**src/rtl/fast_vram_pkg.sv**
```systemverilog
// Shared definitions for the fast VRAM sprite Y-parse scheduler and its helpers.
package fast_vram_pkg;

    // Default sizing of the sprite attribute area and the per-line active list.
    localparam int NUM_SPRITES_DEF = 381;
    localparam int ACTIVE_MAX_DEF  = 96;
    localparam int IDX_W_DEF       = 9;

    // Fast VRAM address prefixes: attribute area and active-list area.
    localparam logic [1:0] PARSE_BASE  = 2'b01;
    localparam logic [2:0] ACTIVE_BASE = 3'b110;

    // Field layout of the attribute word {Y[8:0], CHAIN, SIZE[5:0]}.
    localparam int Y_MSB     = 15;
    localparam int Y_LSB     = 7;
    localparam int CHAIN_BIT = 6;
    localparam int SIZE_MSB  = 5;
    localparam int SIZE_LSB  = 0;

    typedef enum logic [2:0] {
        ST_IDLE,
        ST_PARSE,
        ST_WRITE,
        ST_CPU,
        ST_DONE
    } state_t;

endpackage

```
**src/rtl/parse_y_match.sv**
```systemverilog
// Combinational Y/size window test of one sprite against the lookahead line.
// Shared with the renderer checker, so it carries no state.
module parse_y_match (
    input  logic [7:0] RASTERC,
    input  logic       FLIP,
    input  logic [8:0] Y,
    input  logic [4:0] SIZE,
    output logic       MATCH
);

    logic [7:0] w_la;
    logic [8:0] w_add_y;
    logic       w_n;
    logic [5:0] w_sum;

    // Lookahead two lines ahead (FLIP stands in for the raster LSB), then the size window carry.
    always_comb begin
        w_la    = 8'd2 + {RASTERC[7:1], FLIP};
        w_add_y = {1'b0, w_la} + {1'b0, Y[7:0]};
        w_n     = ~(w_add_y[8] ^ Y[8]);
        w_sum   = {1'b0, w_n, ~w_add_y[7:4]} + {1'b0, SIZE};
        MATCH   = w_sum[5];
    end

endmodule

```
**src/rtl/fast_vram_parse_sched.sv**
```systemverilog
// Per-scanline Y-parse scheduler: walks the sprite attribute area, fills the
// ping-pong active list and slots single-cycle CPU accesses between parse steps.
module fast_vram_parse_sched
    import fast_vram_pkg::*;
#(
    parameter int NUM_SPRITES = NUM_SPRITES_DEF,
    parameter int ACTIVE_MAX  = ACTIVE_MAX_DEF,
    parameter int IDX_W       = IDX_W_DEF
) (
    input  logic             PARSE_INDEX_INC_CLK,
    input  logic             RESETP,
    input  logic             NEW_LINE,
    input  logic [7:0]       RASTERC,
    input  logic             FLIP,
    input  logic [15:0]      FVRAM_RD_DATA,
    input  logic             CPU_REQ,
    output logic [IDX_W+1:0] PARSE_ADDR,
    output logic             ACT_WE,
    output logic [10:0]      ACT_WR_ADDR,
    output logic [IDX_W-1:0] ACT_WR_DATA,
    output logic             RD_BANK,
    output logic             CPU_GNT,
    output logic             PARSING,
    output logic             DONE,
    output logic             FULL,
    output logic [6:0]       ACTIVE_COUNT
);

    localparam logic [IDX_W-1:0] LAST_IDX = IDX_W'(NUM_SPRITES - 1);
    localparam logic [6:0]       CNT_MAX  = 7'(ACTIVE_MAX);

    state_t           r_state, w_state_next;
    logic [IDX_W-1:0] r_index, w_index_next;
    logic             r_prev_active, w_prev_next;
    logic             r_wr_bank, w_bank_next;
    logic [6:0]       r_act_count, w_count_next;
    logic             r_full, w_full_next;
    logic             r_act_we, w_we_next;
    logic [IDX_W-1:0] r_act_wr_data, w_wr_data_next;
    logic [10:0]      r_act_wr_addr, w_wr_addr_next;
    logic             r_cpu_gnt, w_gnt_next;
    logic [IDX_W+1:0] r_parse_addr;
    logic             r_parsing;
    logic             r_done;

    logic             w_match;
    logic             w_active;

    parse_y_match u_y_match (
        .RASTERC (RASTERC),
        .FLIP    (FLIP),
        .Y       (FVRAM_RD_DATA[Y_MSB:Y_LSB]),
        .SIZE    (FVRAM_RD_DATA[SIZE_MSB-1:SIZE_LSB]),
        .MATCH   (w_match)
    );

    // A chained sprite follows its predecessor; otherwise window match or forced-on size bit.
    assign w_active = FVRAM_RD_DATA[CHAIN_BIT] ? r_prev_active
                                               : (w_match | FVRAM_RD_DATA[SIZE_MSB]);

    // Next-state and next-output decode; NEW_LINE overrides every state.
    always_comb begin
        // NOTE: every next value is defaulted first so no path leaves it unassigned and no latch is inferred.
        w_state_next   = r_state;
        w_index_next   = r_index;
        w_prev_next    = r_prev_active;
        w_bank_next    = r_wr_bank;
        w_count_next   = r_act_count;
        w_full_next    = r_full;
        w_we_next      = 1'b0;
        w_wr_data_next = r_act_wr_data;
        w_wr_addr_next = r_act_wr_addr;
        w_gnt_next     = 1'b0;

        if (NEW_LINE) begin
            w_state_next = ST_PARSE;
            w_index_next = '0;
            w_prev_next  = 1'b0;
            w_bank_next  = ~r_wr_bank;
            w_count_next = '0;
            w_full_next  = 1'b0;
        end else begin
            unique case (r_state)
                ST_IDLE, ST_DONE: begin
                    w_gnt_next = CPU_REQ & ~r_cpu_gnt;
                end
                ST_PARSE: begin
                    if (CPU_REQ) begin
                        w_state_next = ST_CPU;
                        w_gnt_next   = 1'b1;
                    end else if (w_active) begin
                        w_state_next   = ST_WRITE;
                        w_prev_next    = 1'b1;
                        w_we_next      = 1'b1;
                        w_wr_data_next = r_index;
                        w_wr_addr_next = {ACTIVE_BASE, r_wr_bank, r_act_count};
                    end else begin
                        w_prev_next = 1'b0;
                        if (r_index == LAST_IDX) begin
                            w_state_next = ST_DONE;
                        end else begin
                            w_index_next = r_index + 1'b1;
                        end
                    end
                end
                ST_WRITE: begin
                    w_count_next = r_act_count + 7'd1;
                    if (w_count_next == CNT_MAX) begin
                        w_full_next  = 1'b1;
                        w_state_next = ST_DONE;
                    end else if (r_index == LAST_IDX) begin
                        w_state_next = ST_DONE;
                    end else begin
                        w_index_next = r_index + 1'b1;
                        w_state_next = ST_PARSE;
                    end
                end
                ST_CPU: begin
                    w_state_next = ST_PARSE;
                end
                default: begin
                    w_state_next = ST_IDLE;
                end
            endcase
        end
    end

    // State and registered outputs; reset returns everything to idle immediately.
    always_ff @(posedge PARSE_INDEX_INC_CLK or negedge RESETP) begin
        if (!RESETP) begin
            r_state       <= ST_IDLE;
            r_index       <= '0;
            r_prev_active <= 1'b0;
            r_wr_bank     <= 1'b0;
            r_act_count   <= '0;
            r_full        <= 1'b0;
            r_act_we      <= 1'b0;
            r_act_wr_data <= '0;
            r_act_wr_addr <= '0;
            r_cpu_gnt     <= 1'b0;
            r_parse_addr  <= '0;
            r_parsing     <= 1'b0;
            r_done        <= 1'b0;
        end else begin
            // NOTE: non-blocking assignments so every flop samples the same pre-edge values.
            r_state       <= w_state_next;
            r_index       <= w_index_next;
            r_prev_active <= w_prev_next;
            r_wr_bank     <= w_bank_next;
            r_act_count   <= w_count_next;
            r_full        <= w_full_next;
            r_act_we      <= w_we_next;
            r_act_wr_data <= w_wr_data_next;
            r_act_wr_addr <= w_wr_addr_next;
            r_cpu_gnt     <= w_gnt_next;
            r_parse_addr  <= {PARSE_BASE, w_index_next};
            r_parsing     <= (w_state_next == ST_PARSE) || (w_state_next == ST_WRITE);
            r_done        <= (w_state_next == ST_DONE);
        end
    end

    assign PARSE_ADDR   = r_parse_addr;
    assign ACT_WE       = r_act_we;
    assign ACT_WR_ADDR  = r_act_wr_addr;
    assign ACT_WR_DATA  = r_act_wr_data;
    assign RD_BANK      = ~r_wr_bank;
    assign CPU_GNT      = r_cpu_gnt;
    assign PARSING      = r_parsing;
    assign DONE         = r_done;
    assign FULL         = r_full;
    assign ACTIVE_COUNT = r_act_count;

endmodule

```
**config.mk**
```make
export PLATFORM = sky130hd
export DESIGN_NAME = fast_vram_parse_sched
export DESIGN_NICKNAME = d
export VERILOG_FILES = /design/src/rtl/fast_vram_pkg.sv /design/src/rtl/parse_y_match.sv /design/src/rtl/fast_vram_parse_sched.sv
export SDC_FILE = /design/constraint.sdc
export NUM_CORES = 1
export LEC_CHECK = 0
export CAP_MARGIN = 20
export CORE_MARGIN = 3
export CORE_UTILIZATION = 35
export CTS_BUF_LIST = sky130_fd_sc_hd__clkbuf_8
export DETAILED_ROUTE_END_ITERATION = 10
export PLACE_DENSITY = 0.67
export SLEW_MARGIN = 0
export SYNTH_ARGS = -nofsm -noshare
export SYNTH_HDL_FRONTEND = slang
export SYNTH_SLANG_ARGS = --single-unit
export TNS_END_PERCENT = 100
```
**constraint.sdc**
```tcl
create_clock -name PARSE_INDEX_INC_CLK -period 6.8 [get_ports PARSE_INDEX_INC_CLK]
set_clock_uncertainty 0.2 [all_clocks]
set_input_delay 0.68 -clock PARSE_INDEX_INC_CLK [delete_from_list [all_inputs] [get_ports PARSE_INDEX_INC_CLK]]
set_output_delay 0.68 -clock PARSE_INDEX_INC_CLK [all_outputs]
set_load 0.01 [all_outputs]
```
### After elaboration in Yosys (flattened, before gate mapping)

Index checks and enable logic that the tools add are counted.

* bits in registers: 54
* output and inout bits: 44
* word-level logic and storage cells: 75
* input port bits: 29

* bitwise operators: 9
* reductions and logical operators: 9
* eq/ne operators: 10
* add/subtract/negate cells: 5
* muxes and demuxes: 29

Operators by type and width (count)
* $mux W9: 5
* $mux W3: 6
* $pmux W9 S2: 1
* $mux W7: 2
* $mux W1: 13
* $pmux W3 S4: 1
* $add A8 B8 Y9: 1
* $add A9 B1 Y9 const B: 1
* $eq A3 B2 Y1 const B: 3
* $eq A9 B9 Y1 const B: 1
* $add A2 B8 Y8 const A: 1
* $add A7 B1 Y7 const B: 1
* $eq A7 B7 Y1 const B: 1
* $add A5 B5 Y6: 1
* $eq A3 B1 Y1 const B: 2
* $eq A3 B3 Y1 const B: 2
* $reduce_bool A2 Y1: 3
* $not A1 Y1: 5
* $not A4 Y4: 1
* $reduce_and A2 Y1: 2
* $reduce_and A4 Y1: 1
* $logic_not A3 Y1: 1
* $ne A2 B2 Y1 const B: 1
* $pmux W1 S2: 1
* other kinds (5): 5

### Depth between registers and ports, before layout

* depth after elaboration: 13
* gate-level depth with buffers: 18
* mapped depth without buffers: 16

### By module

A second synthesis with hierarchy kept.

* cell total of the unflattened synthesis: 268
* area total of the unflattened synthesis: 2752.6 um^2

By module, submodules not included
* fast_vram_parse_sched: times used 1, area each 2278.4 um^2, cells each 207, seq. area each 1126.1 um^2
* parse_y_match: times used 1, area each 474.2 um^2, cells each 61, seq. area each 0.0 um^2

### Least setup slack after synthesis

No wires, ideal clock.

* path type: in2reg
* start: input RASTERC[1]
* end: register r_act_wr_data[0], in the netlist ACT_WR_DATA[0]
* buffers on the path: 2
* cell stages on the path: 18
* path slack: 2430 ps
* data required time: 6475 ps
* library setup time: 125 ps
* data arrival time: 4045 ps
* path through: ha_1 xor2_1 ha_1 o21ai_1 a22oi_2 a21o_2 a21o_1 a21oi_1 xor2_1 ha_1 and3_1 nand4b_1 mux2i_2 o21ai_2 or4_4 buf_6 buf_12 mux2_4

* word-level cells in the longest chain between the ends: 8
* elaborated cells between the ends (all ways): 9
* those cells by class: 3 x add/sub; 1 x mux; 4 x bitwise; 1 x reduce/logical

RTL lines
* start, declared: line fast_vram_parse_sched.sv:13 `input logic [7:0] RASTERC,`
* $add A2 B8 Y8 *: line parse_y_match.sv:18 `w_la = 8'd2 + {RASTERC[7:1], FLIP};`
* $add A8 B8 Y9 *: line parse_y_match.sv:19 `w_add_y = {1'b0, w_la} + {1'b0, Y[7:0]};`
* $xor A1 B1 Y1: line parse_y_match.sv:20 `w_n = ~(w_add_y[8] ^ Y[8]);`
* $not A1 Y1: line parse_y_match.sv:20
* $add A5 B5 Y6 *: line parse_y_match.sv:21 `w_sum = {1'b0, w_n, ~w_add_y[7:4]} + {1'b0, SIZE};`
* $or A1 B1 Y1 *: line fast_vram_parse_sched.sv:59 `: (w_match | FVRAM_RD_DATA[SIZE_MSB]);`
* $mux W1 *: line fast_vram_parse_sched.sv:58 `assign w_active = FVRAM_RD_DATA[CHAIN_BIT] ? r_prev_active`
* $reduce_and A4 Y1 (no line) *
* end signal, assigned: line fast_vram_parse_sched.sv:153 `r_act_wr_data <= w_wr_data_next;`
* end, declared: line fast_vram_parse_sched.sv:39 `logic [IDX_W-1:0] r_act_wr_data, w_wr_data_next;`

Every way passes the cells marked *; elsewhere a longest branch is shown, timed or not.
A chain may end at the register's enable or synchronous reset.

### Worst setup path after layout

* start: input RASTERC[1]
* end: register r_act_wr_data[3], in the netlist ACT_WR_DATA[3]

Same word-level chain as after synthesis.

==> results.toml <==
[run_status]
outcome = "finished, final reports clean"

[yosys]
yosys_warnings = 0
synth_cell_type_count = 56
synthMuxAreaShare_pct = 11.9
synth_xor_area_share_pct = 5.23
synth_cells = 251
synth_top_family_by_area = "simple AND/OR/NAND/NOR gates"
synth_seq_area_share_pct = 42.0
dominantRegCellSynth = "dfrtp_1"
synth_edf_count = 0
ys_ff_latch = 45
synth-simple-area-share_pct = 16.3
synth.avg_cell_area_um2 = 10.7
synth_compound_area_share_pct = 11.8
synthArstFlopShare_pct = 100
synth_area_um2 = 2680
synth_fa_ha_area_share_pct = 7.47

[clock_network]
cts_sinks = 45
cts_setup_buffers = 0
cts_tree = "yes"
clkSlewWorstSetupHoldPaths_ns = 0.08
cts_buffers = 5
ctsHoldBuffers = 0
cts_resized = 0
h-tree-depth = 2
insertion_delay_ns = 0.30
cts_buffer_depth = 2
cts-root-buf = "clkbuf_8"

[timing]
fin_hold_ws_ns = 0.0405
slew_viol_final = 0
tns_ns = 0
max_freq_ghz = 0.210
worstMarginPinSlew_ns = 0.598
relSlewSlack_pct = 59.8
finalHoldViolCount = 0
setup_viol = 0
fin_crit_ns = 4.77
rsz0062_at_grt = "false"
period_share_pct = 70.1

[setup_path]
startpoint = "RASTERC[1]"
cp_cell_sequence = "clkdlybuf4s50_1, ha_1, xor2_1, ha_1, nor3_2, a22oi_2, a21o_2, a21o_1, a21oi_1, xor2_1, ha_1, and3_1, nand4_1, mux2i_2, o21ai_2, or4_4, mux2_4"
cp-start-kind = "input port"
crit_type = "input port to register"
crit_fanout = 19
r2r_start = "r_state[0]"
r2r_cells = 6
cp-end-kind = "register"
reg2reg_to = "r_index[4]"
path_common_cell = "ha_1"
cp.arrival_ns = 4.75
cp_top_family = "simple AND/OR/NAND/NOR gates"
path_buf_inv = 1
reg2reg_slack_ns = 4.24
cp_slowest_cell = "or4_4"
max_stage_delay_ns = 0.67
required_ns = 6.78

[placement]
dp_hpwl_um = 4070
dp.cells = 409
dpl_cell_area_um2 = 3400
portBuffers = 69
gp_congestion = 0.808

[pwr]
p_leak_nw = 1.53
power_density_nw_per_um2 = 179
irDropWorstVdd_v = 0.0000860
power_w = 0.000628

[final_layout]
area_growth_pct = 30.9
fin_area_um2 = 3510
final_cells = 418
nNetsFinal = 363
seq_area_um2 = 1130
n_fill_cell = 673
multiInputGateArea_um2 = 1420
drive_above_1_share_pct = 12.5
diodes = 0

[route]
first_pass_iters = 5
finalWirelength_um = 5490
vias_per_cell = 4.93
wire_per_inst_um = 13.1
num_vias = 2059
detail-route-antenna-nets = 0
drt_iter0_markers = 93
drc_errors = 0

[global_routing]
grt_remaining_overflow = 0
grt_max_degree = 46
antenna_found_initial = 0
grt_pass1_wl_um = 9220
grt_pass1_vias = 1951
grtUsageTotal_pct = 13.1

[die]
die_h_um = 93.5
coreArea_um2 = 7330
die_area_um2 = 8740
rows = 31
pin_count = 73
die_w_um = 93.5
start_util_pct = 36.5

[run]
max_cap_viol_count = 0

[hold_path]
min_path_type = "input port to async pin"
power breakdown:
part / total [W] / switching [W] / internal (W)
combinational: 0.000164 / 0.0000767 / 0.0000872
sequential: 0.000299 / 0.0000149 / 0.000284
clock: 0.000165 / 0.0000925 / 0.0000729
total: 0.000628 / 0.000184 / 0.000444
cell usage in the layout, fill, tap and decap left out, types with 5 or more instances in the layout:
master | netlist | layout
a21oi_1 | 11 | 11
a31oi_1 | 5 | 5
and3_1 | 6 | 6
clkbuf_8 | 0 | 5
clkdlybuf4s50_1 | 0 | 68
dfrtp_1 | 45 | 45
ha_1 | 16 | 16
inv_1 | 9 | 9
mux2_2 | 11 | 11
mux2_4 | 8 | 8
mux2i_1 | 6 | 6
nand2_1 | 12 | 12
nand2b_1 | 7 | 7
nand3_1 | 10 | 10
nand4_1 | 7 | 7
nor2_1 | 24 | 24
xnor2_1 | 7 | 7
xor2_1 | 9 | 9
sequential cells by signal (all words and copies together) (netlist names):
| register | cells |
|---|---|
| CPU_GNT | 1 |
| PARSING | 1 |
| ACTIVE_COUNT | 7 |
| r_index | 8 |
| PARSE_ADDR | 2 |
| FULL | 1 |
| ACT_WR_ADDR | 9 |
| ACT_WR_DATA | 9 |
| DONE | 1 |
| r_prev_active | 1 |
| r_wr_bank | 1 |
| ACT_WE | 1 |
| r_state | 3 |
worst register-to-register path, cell delays in order, from the launching register on:
cell,delay (ns)
dfrtp_1,0.51
or3b_1,0.48
nor2_1,0.16
a21boi_1,0.19
a21bo_1,0.36
a21oi_1,0.21
mux2_2,0.35
final cells by class:
class                           count  area share (%)
Multi-Input combinational cell    186            40.5
Sequential cell                    45            32.1
Inverter                            9           0.963
Tap cell                           99            3.53
Clock buffer                        5            1.96
Timing Repair Buffer               71            20.3
Clock inverter                      3           0.606
cell families after synthesis:
group | count (synthesis)
flip-flops | 45
adder cells (fa/ha/maj) | 16
multiplexers | 26
other | 2
buffers and inverters | 21
XOR/XNOR | 16
AO/OA/AOI/OAI | 43
AND/OR/NAND/NOR | 82
Yosys cell counts, drive strengths merged (2+ instances only):
master	n	area, µm²
o21a	2	15.0
inv	9	33.8
mux2i	7	73.8
clkbuf	2	7.51
buf	10	95.1
a21boi	3	22.5
or3b	2	17.5
nand3	10	50.1
a31oi	5	31.3
nand4	7	43.8
mux2	19	244
o21bai	2	15.0
nor2b	3	18.8
dfrtp	45	1130
and3	6	37.5
nand2	12	45.0
o21ai	5	28.8
a211oi	2	15.0
nor2	24	90.1
ha	16	200
nand2b	7	43.8
nor3	3	20.0
conb	2	7.51
a21o	3	23.8
xnor2	7	61.3
a21oi	11	55.1
xor2	9	78.8
or2b	2	16.3
worst max-delay path by stage:
| stage | endpoint | slack (ns) | cells past startpoint |
|---|---|---|---|
| floorplan | ACT_WR_DATA[0] | 2.43 | 18 |
| global placement | ACT_WR_DATA[1] | 1.74 | 16 |
| detailed placement | ACT_WR_DATA[3] | 1.70 | 16 |
| CTS | ACT_WR_DATA[3] | 2.01 | 16 |
| global route | ACT_WR_DATA[3] | 1.73 | 16 |
| finish | ACT_WR_DATA[3] | 2.03 | 17 |
through the flow:
step / setup WS [ns] / utilization, %
final: 2.03 / 47.8
after global routing: 1.73 / 47.8
after CTS: 2.01 / 47.6
after detailed placement: 1.70 / 46.3
after global placement: 1.74 / 46.3
after floorplan: 2.43 / -
per-layer routing:
metal	vias to the layer above	GRT usage (%)	wire length, µm
met2	66	20.7	2530
met4	0	3.30	65
met3	5	4.02	434
met5	-	0	0
li1	1017	-	-
met1	971	17.6	2460
No activity file was read; power rests on OpenSTA's default activity.
